<file path="src/rtl/fft_butterfly_sched.sv">
// fft_butterfly_sched: radix-2 DIT FFT sequencer feeding an external
// complex butterfly MAC; bit-reversed load, in-place compute, natural unload.
module fft_butterfly_sched #(
    parameter int N    = 8,
    parameter int Q    = 6,
    parameter int LOGP = 3
) (
    input  logic           clk,
    input  logic           rst,
    input  logic           in_valid,
    output logic           in_ready,
    input  logic [2*N-1:0] in_data,
    output logic [2*N-1:0] mac_in1,
    output logic [2*N-1:0] mac_in2,
    output logic [2*N-1:0] mac_in3,
    input  logic [2*N-1:0] mac_add,
    input  logic [2*N-1:0] mac_sub,
    input  logic           mac_ovf,
    output logic           out_valid,
    input  logic           out_ready,
    output logic [2*N-1:0] out_data,
    output logic           ovf_flag,
    output logic           busy
);
    localparam int P   = 1 << LOGP;
    localparam int SW  = $clog2(LOGP + 1);
    localparam int ONE = 1 << Q;
    localparam int RH  = (ONE * 46341 + 32768) >>> 16;

    typedef logic [LOGP-1:0] idx_t;
    typedef enum logic [1:0] {LOAD, COMPUTE, UNLOAD} state_t;

    // Sign-magnitude component; zero is always +0.
    function automatic logic [N-1:0] sm(logic neg, int mag);
        return {neg && (mag != 0), (N-1)'(mag)};
    endfunction

    function automatic idx_t bitrev(idx_t v);
        idx_t r;
        for (int i = 0; i < LOGP; i++) r[i] = v[LOGP-1-i];
        return r;
    endfunction

    localparam logic [2*N-1:0] W0 = {sm(1'b0, ONE), sm(1'b0, 0)};
    localparam logic [2*N-1:0] W1 = {sm(1'b0, RH), sm(1'b1, RH)};
    localparam logic [2*N-1:0] W2 = {sm(1'b0, 0), sm(1'b1, ONE)};
    localparam logic [2*N-1:0] W3 = {sm(1'b1, RH), sm(1'b1, RH)};

    state_t          state, state_n;
    idx_t            cnt, ocnt, b;
    logic [SW-1:0]   s;
    idx_t            half, pos, top, bot;
    logic [1:0]      k8;
    logic [2*N-1:0]  twid;
    logic [2*N-1:0]  mem [P];
    logic            last_b, last_s;
    logic            ld_fire, out_fire, cmp_en;

    assign last_b   = (b == idx_t'(P/2 - 1));
    assign last_s   = (s == SW'(LOGP - 1));
    assign ld_fire  = in_valid && in_ready;
    assign out_fire = out_valid && out_ready;
    assign cmp_en   = (state == COMPUTE) && !rst;

    always_comb begin
        half = idx_t'(1) << s;
        pos  = b & (half - idx_t'(1));
        top  = ((b >> s) << (s + SW'(1))) + pos;
        bot  = top + half;
        k8   = 2'({2'b00, pos} << (3'd2 - 3'(s)));
    end

    always_comb begin
        unique case (k8)
            2'd0: twid = W0;
            2'd1: twid = W1;
            2'd2: twid = W2;
            2'd3: twid = W3;
        endcase
    end

    always_ff @(posedge clk) begin
        if (rst) state <= LOAD;
        else     state <= state_n;
    end

    always_comb begin
        state_n   = state;
        in_ready  = 1'b0;
        out_valid = 1'b0;
        busy      = 1'b0;
        mac_in1   = '0;
        mac_in2   = '0;
        mac_in3   = '0;
        out_data  = '0;
        if (!rst) begin
            unique case (state)
                LOAD: begin
                    in_ready = 1'b1;
                    if (in_valid && cnt == idx_t'(P - 1)) state_n = COMPUTE;
                end
                COMPUTE: begin
                    busy    = 1'b1;
                    mac_in1 = mem[top];
                    mac_in2 = mem[bot];
                    mac_in3 = twid;
                    if (last_b && last_s) state_n = UNLOAD;
                end
                UNLOAD: begin
                    busy      = 1'b1;
                    out_valid = 1'b1;
                    out_data  = mem[ocnt];
                    if (out_ready && ocnt == idx_t'(P - 1)) state_n = LOAD;
                end
                default: state_n = LOAD;
            endcase
        end
    end

    always_ff @(posedge clk) begin
        if (rst) begin
            cnt      <= '0;
            ocnt     <= '0;
            b        <= '0;
            s        <= '0;
            ovf_flag <= 1'b0;
        end else begin
            if (ld_fire) begin
                cnt <= cnt + 1'b1;
                if (cnt == '0) ovf_flag <= 1'b0;
            end
            if (cmp_en) begin
                ovf_flag <= ovf_flag | mac_ovf;
                b        <= last_b ? '0 : b + 1'b1;
                if (last_b) s <= last_s ? '0 : s + 1'b1;
            end
            if (out_fire) ocnt <= ocnt + 1'b1;
        end
    end

    // Buffer has no reset; in-place butterfly write-back.
    always_ff @(posedge clk) begin
        if (ld_fire) mem[bitrev(cnt)] <= in_data;
        if (cmp_en) begin
            mem[top] <= mac_add;
            mem[bot] <= mac_sub;
        end
    end
endmodule

</file>
<file path="config.mk">
export PLATFORM = sky130hd
export DESIGN_NAME = fft_butterfly_sched
export DESIGN_NICKNAME = d
export VERILOG_FILES = /design/src/rtl/fft_butterfly_sched.sv
export SDC_FILE = /design/constraint.sdc
export NUM_CORES = 1
export LEC_CHECK = 0
export CORE_AREA = 2 2 102 203
export DETAILED_ROUTE_END_ITERATION = 8
export DIE_AREA = 0 0 104 205
export PLACE_DENSITY = 0.73
export SYNTH_ARGS = -nofsm -noshare
export SYNTH_HDL_FRONTEND = slang
export SYNTH_SLANG_ARGS = --single-unit
</file>
<file path="constraint.sdc">
create_clock -name clk -period 4.52 [get_ports clk]
set_input_delay 0.452 -clock clk [delete_from_list [all_inputs] [get_ports clk]]
set_output_delay 0.452 -clock clk [all_outputs]
set_load 0.02 [all_outputs]
</file>
# Yosys cells after proc, flatten, opt, wreduce, memory -nomap -nowiden
# Memories as Yosys holds them, arrays and structs flattened. A register that Yosys moved wholly into a read port is not among the register bits.
# Index checks and enable logic that the tools add are counted.
# totals
ff_bits	14
word_cells	83
mem_count	1
out_inout_bits	68
ram_bits	128
inputBits	53
# memory_table
memory	depth	word_bits	rd	rd_ports_with_merged_regs	write_ports	line	rtl
mem	8	16	3	1	2	55	logic [2*N-1:0] mem [P];
# classes
n_mux	33
bitwise	2
eq_ne	12
n_shift	4
n_reduce_logical	17
add_sub_neg	8
# op_table
operator	count
$mux W16	9
$pmux W16 S4	1
$reduce_or A16 Y1	1
$mux W1	14
$mux W3	4
$add A3 B1 Y3 const B	3
$eq A2 B2 Y1 const B	4
$mux W2	4
$add A3 B3 Y3	2
$eq A3 B3 Y1 const B	2
$logic_and A1 B1 Y1	6
$pmux W2 S3	1
$eq A2 B1 Y1 const B	2
$logic_not A2 Y1	2
$ne A2 B2 Y1 const B	2
$reduce_and A2 Y1	2
$reduce_bool A2 Y1	2
$and A3 B3 Y3	1
$eq A3 B2 Y1 const B	1
$logic_not A3 Y1	1
$reduce_and A3 Y1	1
$shl A1 B2 Y3 const A	1
$shl A3 B2 Y3	1
$shl A3 B3 Y2	1
8 further kinds	8

# Depth between registers and ports, before layout
# Gate-level depths: netlist (run 1).
# depth
word_depth	8
depth_mapped	15
depth_no_buf	11

# Least setup slack after synthesis (run 1)
# Ideal clock, no wire load.
# synth_path
path_type	register to register
startpoint	register s[0]
endpoint	memory mem[7][0] in the netlist's numbering, enable pin
setup_ns	0.395
synth_period_minus_slack_ns	4.245
path_slack_ns	0.275
t_arrival_ns	3.850
path_buffers	3
required_time_ns	4.125
path_stages_with_launch	13
path_cell_list	dfxtp_1 buf_6 inv_1 ha_1 nor4b_1 ha_1 fa_1 fa_1 xnor2_1 xnor3_2 buf_4 clkbuf_1 o22ai_1
# synth_lines
element	line	rtl
start, declared	51	logic [SW-1:0] s;
start signal, assigned	135	if (last_b) s <= last_s ? '0 : s + 1'b1;
end, declared	55	

# Worst setup path in the final report (run 1)
# layout_path
startpoint	register s[0]
endpoint	output mac_in2[4]
# layout_via
elab_chain_cells	8
word_cells_on_any_way	11
classes_between	add/sub: 4; shift: 3; mux: 2; bitwise: 1; memory: 1
# layout_rtl
element	line	rtl
$shl A1 B2 Y3	66	half = idx_t'(1) << s;
$sub A3 B1 Y3	67	pos = b & (half - idx_t'(1));
$and A3 B3 Y3	67	
$add A3 B3 Y3	68	top = ((b >> s) << (s + SW'(1))) + pos;
$add A3 B3 Y3 (*)	69	bot = top + half;
$mem_v2 Z8 W16 (*)	--	
$mux W16 (*)	97	unique case (state)
$mux W16 (*)	96	if (!rst) begin
end, declared	14	output logic [2*N-1:0] mac_in2,
# Mark *: on every way between the ends. The rest lies on a longest branch, timed or not.

==> results of run 1 <==
[Yosys cell counts, types with 14 or more instances]
master    count  area [µm²]
inv_1        14        52.6
o21ai_0      25         125
mux2i_1      20         200
clkbuf_1     33         124
mux4_2       96        2160
nor2_1       29         109
mux2_2       99        1110
ha_1         15         188
mux2_4       30         450
nand3_1      23         115
a21oi_1      22         110
dfxtp_1      17         340
edfxtp_1    128        3840
nand2_1     111         417
[layout make-up]
cell class,instances,area (µm²)
clock buffers,19,433
flip-flops and latches,145,4190
well taps,262,328
clock inverters,13,161
fillers,1593,7550
multi-input cells,528,5510
inverters,14,52.6
repair buffers,160,1510
[layer usage]
layer	up-vias	global-route usage, %	wire length [µm]
met5	-	0	0
met4	0	16.1	1530
met3	101	4.65	1970
met2	391	53.2	16200
met1	3591	28.8	9590
li1	3125	-	-
[registers in the layout, indices dropped and copies added, names as in the netlist, named ones only]
register / cells
mem: 128
b: 3
cnt: 3
ocnt: 3
s: 2
state: 2
ovf_flag: 1
[worst max-delay path: stages (launching register included)]
cell           delay (ns)
dfxtp_1              0.32
inv_1                0.13
ha_2                 0.26
nand2b_1             0.18
inv_1                0.10
ha_2                 0.19
fa_1                 0.53
fa_1                 0.58
buf_12               0.27
mux4_2               0.25
nand2_1              0.05
o21ai_0              0.30
dlygate4sd2_1        0.40
[path summary, 6_finish.rpt]
check	from	slack, ns	endpoint
worst max-delay path	s[0]	0.05	mac_in2[4]
worst min-delay path	ovf_flag	0.48	ovf_flag
worst max register to register	s[0]	0.31	mem[3][1]
worst min register to register	ovf_flag	0.48	ovf_flag
[through the flow]
stage / instances / hold slack, ns / util, %
3_3_place_gp: 1109 / 0.462 / 58.7
5_1_grt: 1141 / 0.518 / 61.7
4_1_cts: 1141 / 0.473 / 61.6
2_1_floorplan: 757 / 0.454 / -
6_report: 1141 / 0.476 / 61.7
3_5_place_dp: 1109 / 0.458 / 58.7
[timing repair]
action,4_1_cts,5_1_grt
setup endpoints to repair,16,22
hold buffers,0,0
resized for setup,16,20
pin swaps,0,0
[report_power, final]
| part | leakage, nW | total, W | switching (W) | internal [W] |
|---|---|---|---|---|
| logic | 2.67 | 0.000228 | 0.0000973 | 0.000131 |
| clock network | 0.283 | 0.00143 | 0.000566 | 0.000868 |
| registers | 1.29 | 0.00149 | 0.0000120 | 0.00148 |
| total | 4.24 | 0.00315 | 0.000675 | 0.00248 |
[cell families (layout without fill, tap and decap cells)]
| group | after synthesis | after routing |
|---|---|---|
| flip-flops | 145 | 145 |
| AND/OR/NAND/NOR | 193 | 193 |
| AO/OA/AOI/OAI | 60 | 60 |
| multiplexers | 245 | 245 |
| XOR/XNOR | 9 | 9 |
| other | 1 | 4 |
| buffers and inverters | 84 | 206 |
| adder cells (fa/ha/maj) | 17 | 17 |
==> summary.md, run 1 <==
| Metric | Value |
|---|---|
| Cells after synthesis | `754` |
| Die height | `approximately 210 µm` |
| Largest net degree at the start of global routing | `38` |
| Initial antenna violation count | `0` |
| Setup Skew | `~0.0086 ns` |
| Crit. End Element | `primary output` |
| Final period utilization | `98.9%` |
| LEAKAGE | `approximately 4.2 nW` |
| Min cycle time layout | `4.47 ns` |
| Sequential-to-total area share from yosys stat | `between 40% and 50%` |
| Pins Over Slew Limit | `0` |
| Clock tree buffer depth | `2` |
| Area delta synth->final | `20.5%` |
| Run status | `completed` |
| Worst-margin pin slew | `0.882 ns` |
| Core ar. | `0.0197 mm²` |
| Design area | `0.0122 mm²` |
| Commonest non-fill, non-tap cell in the layout | `edfxtp_1` |
| Worst vdd ir | `323 µV` |
| Global-route wire length before repair | `44000 µm` |
| Synth Area in XOR/XNOR | `less than 1%` |
| Complex-gate fraction of the synthesized area | `approximately 3.2%` |
| Sink Count | `145` |
| Pwr Total | `0.00315 W` |
| Adder-cell share of the synthesized area | `2.25%` |
| Hold depth | `2` |
| Setup ws final | `0.0517 ns` |
| FF+latch count, synth | `145` |
| # IOs | `121` |
| Power density over the cells | `259 mW/mm²` |
| Post-synth EDFFs | `around 130` |
| Gpl congestion | `0.854` |
| Max-Cap Viols | `0` |
| Netlist cell types | `42` |
| Most frequent cells in the layout | `128 x edfxtp_1, 111 x nand2_1, 100 x clkdlybuf4s50_1, 99 x mux2_2, 96 x mux4_2` |
| Number of buffers created by CTS | `17` |
| Post-detailed-route wirelength per cell | `around 26 µm` |
| Postcts setup bufs | `0` |
| Setup_tns | `0 ns` |
| Maximum clock rate | `224 MHz` |
| N_diodes | `0` |
| DP Worst Slack | `0.191 ns` |
| Initial DRT Pass Iterations | `5` |
| Fin nets | `936` |
| Clock tree from TritonCTS | `yes` |
| Total global routing overflow | `0` |
| Unrepaired setup endpoints after global routing | `false` |
| Die area | `approximately 0.021 mm²` |
| Multiplexer share of the synthesized area | `38.9%` |
| DP HPWL | `just under 20000 µm` |
| GRT Util Overall | `28.1%` |
| Data arrival, critical path | `4.02 ns` |
| Initial Utilization | `51.2%` |
| DRT Wirelength | `29300 µm` |
| Dominant synthesized flop cell | `edfxtp_1` |
| DRC Markers | `0` |
| Cell Area, Synth | `0.0101 mm²` |
| IO buf count | `between 100 and 150` |
| Crit path max fanout | `37` |
| Worst-skew pair later-pin latency | `0.43 ns` |
| Die span in x | `104 µm` |
| Startpoint Class | `flop` |
| DP Area | `0.0116 mm²` |
| Required time worst endpoint | `about 4 ns` |
| Root Buffer | `clkbuf_16` |
| DRT antenna net count | `0` |
| Average size of a mapped cell | `13.4 µm²` |
| Main combinational cell family by area after synthesis | `multiplexers` |
| Via count | `7208` |
| FF-to-FF path depth | `14` |
| Final hold violations | `0` |
| Vias in the first global route | `7659` |
| Slew headroom | `between 40 and 50%` |
| Clock-pin transition on the worst setup and hold timing paths | `0.07 ns` |
| Critical path type | `reg2out` |
| Layout cells sized above 1 | `~36%` |
| Asr flop ratio synth | `0%` |
| H-tree depth | `4` |
| Worst min-delay path category | `reg2reg` |
| Vias/cell | `6.32` |
| Simple-Gate Fraction of Synth Area | `8.64%` |
| Warnings from Yosys | `0` |
| Final setup fails | `0` |
| Row count | `73` |
| DR iter-0 viols | `slightly above 600` |
No activity file was read; power rests on OpenSTA's default activity.
==> run 2: changes to the inputs <==
Settings changed: CORE_AREA 2 2 102 203 to 2 2 133 265, DIE_AREA 0 0 104 205 to 0 0 135 267, PLACE_DENSITY 0.73 to 0.45.
==> summary.md, run 2 (synthesis gave the netlist of run 1 again) <==
| Metric | Value |
|---|---|
| Run status | `completed (unchanged)` |
| Max FFs per register | `128 (unchanged)` |
| DRC Markers | `0 (unchanged)` |
| Setup ws final | `0.162 ns (was 0.0517 ns)` |
| Slowest-stage cell, CP | `fa_2 (was fa_1)` |
| Via count | `6908 (was 7208)` |
| Critical path type | `reg2out (unchanged)` |
| Vias in the first global route | `7484 (was 7659)` |
| N_diodes | `0 (unchanged)` |
| Die height | `267 µm (was 205 µm)` |
| Vias/cell | `5.23 (was 6.32)` |
| Reg-to-reg startpoint | `s[1] (was s[0])` |
| Final period utilization | `96.4% (was 98.9%)` |
| Fin nets | `938 (was 936)` |
| Pins Over Slew Limit | `0 (unchanged)` |
| DP HPWL | `23200 µm (was 19800 µm)` |
| Die area | `0.0360 mm² (was 0.0213 mm²)` |
| DRT antenna net count | `0 (unchanged)` |
| Pwr Total | `0.00313 W (was 0.00315 W)` |
| Setup Skew | `0.00764 ns (was 0.00857 ns)` |
| Post-detailed-route wirelength per cell | `25.7 µm (about the same)` |
| Max-Cap Viols | `0 (unchanged)` |
| Hold buffer count at CTS | `0 (unchanged)` |
| Root Buffer | `clkbuf_16 (unchanged)` |
| Clock-pin transition on the worst setup and hold timing paths | `0.06 ns (was 0.07 ns)` |
| Non-filler cells, final | `1322 (was 1141)` |
| Core ar. | `0.0341 mm² (was 0.0197 mm²)` |
| Initial antenna violation count | `0 (unchanged)` |
| RR Endpoint | `mem[1][4] (was mem[3][1])` |
| Unrepaired setup endpoints after global routing | `true (was false)` |
| Slew headroom | `47.4% (was 41.1%)` |
| Row count | `96 (was 73)` |
| Worst vdd ir | `272 µV (was 323 µV)` |
| Maximum clock rate | `229 MHz (was 224 MHz)` |
| Placed Cells | `1288 (was 1109)` |
| Worst Setup SP | `s[0] (unchanged)` |
| Layout cells sized above 1 | `38.3% (was 35.9%)` |
| CP endpoint | `mac_in2[6] (was mac_in2[4])` |
| Clock tree from TritonCTS | `yes (unchanged)` |
| Power density over the cells | `250 mW/mm² (was 259 mW/mm²)` |
| DR iter-0 viols | `350 (was 615)` |
| R2r setup slk | `0.27 ns (was 0.31 ns)` |
| Data arrival, critical path | `3.91 ns (was 4.02 ns)` |
| Required time worst endpoint | `4.07 ns (about the same)` |
| Gpl congestion | `0.761 (was 0.854)` |
| # IOs | `121 (unchanged)` |
| Largest Register | `mem (unchanged)` |
| FF-to-FF path depth | `13 (was 14)` |
| Global-route wire length before repair | `49500 µm (was 44000 µm)` |
| Most frequent CP cell | `fa_2` |
| Clock tree buffer depth | `2 (unchanged)` |
| DP Worst Slack | `0.206 ns (was 0.191 ns)` |
| Worst-skew pair later-pin latency | `0.44 ns (was 0.43 ns)` |
| Total global routing overflow | `0 (unchanged)` |
| Commonest non-fill, non-tap cell in the layout | `edfxtp_1 (unchanged)` |
| CP Cell Sequence | `inv_1, ha_1, nor4b_2, ha_2, fa_2, fa_2, buf_12, mux4_2, nand3_1, o21ai_0, dlygate4sd2_1 (was inv_1, ha_2, nand2b_1, inv_1, ha_2, fa_1, fa_1, buf_12, mux4_2, nand2_1, o21ai_0, dlygate4sd2_1)` |
| Worst-margin pin slew | `0.789 ns (was 0.882 ns)` |
| IO buf count | `116 (unchanged)` |
| Crit. End Element | `primary output (unchanged)` |
| Most frequent cells in the layout | `128 x edfxtp_1, 111 x nand2_1, 100 x clkdlybuf4s50_1, 99 x mux2_2, 96 x mux4_2 (unchanged)` |
| Final setup fails | `0 (unchanged)` |
| Worst min-delay path category | `reg2reg (unchanged)` |
| Initial DRT Pass Iterations | `6 (was 5)` |
| Max incr delay on CP | `0.64 ns (was 0.58 ns)` |
| Largest net degree at the start of global routing | `37 (was 38)` |
| Crit path max fanout | `13 (was 37)` |
| Startpoint Class | `flop (unchanged)` |
| Area delta synth->final | `24.2% (was 20.5%)` |
| Die span in x | `135 µm (was 104 µm)` |
| Initial Utilization | `29.6% (was 51.2%)` |
| Sink Count | `145 (unchanged)` |
| GRT Util Overall | `19.4% (was 28.1%)` |
| DRT Wirelength | `34000 µm (was 29300 µm)` |
| H-tree depth | `4 (unchanged)` |
| Min cycle time layout | `4.36 ns (was 4.47 ns)` |
| Number of buffers created by CTS | `17 (unchanged)` |
| LEAKAGE | `4.28 nW (was 4.24 nW)` |
| Final hold violations | `0 (unchanged)` |
run 2: how the worst min path moves through the flow:
stage                         from  cells after the start        to
after floorplan            ocnt[1]                      2      flop
after global routing       ocnt[2]                      2      flop
after CTS                 ovf_flag                      2  ovf_flag
final                     ovf_flag                      2  ovf_flag
after detailed placement  ovf_flag                      2  ovf_flag
after global placement    ovf_flag                      2  ovf_flag
run 2: metal layers:
layer  up-vias  GRT usage (%)  routed length (µm)
li1       3124              -                   -
met1      3529           20.6               12400
met2       187           36.3               19000
met3        68           3.40                1120
met4         0           9.21                1450
met5         -              0                   0
run 2: through the flow:
step                      TNS (ns)  area [µm²]  util [%]  hold WS, ns
after CTS                        0       12500      36.6        0.473
after detailed placement         0       11900      35.0        0.458
after floorplan                  0       10100         -        0.454
after global routing       -0.0174       12500      36.8        0.511
final                            0       12500      36.8        0.473
after global placement           0       11900      35.0        0.459
run 2: repair_timing:
| item | CTS | global route |
|---|---|---|
| resized for setup | 19 | 43 |
| setup endpoints to repair | 20 | 22 |
| cloned | 0 | 1 |
| setup buffers | 0 | 1 |
run 2: worst max-delay path, delay by kind of cell, from the launching register on:
family	cells	cell delay (ns)
adder cells (fa/ha/maj)	4	1.68
buffers and inverters	3	0.62
AND/OR/NAND/NOR	2	0.36
flip-flops	1	0.33
multiplexers	1	0.32
AO/OA/AOI/OAI	1	0.12
run 2: area by class of cell:
type                            count  area [µm²]
Fill cell                        3365       21600
Multi-Input combinational cell    528        5560
Sequential cell                   145        4190
Timing Repair Buffer              162        1620
Tap cell                          441         552
Clock buffer                       18         429
Clock inverter                     14         141
Inverter                           14        52.6
run 2: where the power goes:
part / switching (W) / leakage, nW / internal [W]
combinational: 0.000105 / 2.72 / 0.000133
sequential: 0.0000112 / 1.29 / 0.00148
clock: 0.000598 / 0.265 / 0.000808
total: 0.000714 / 4.28 / 0.00242
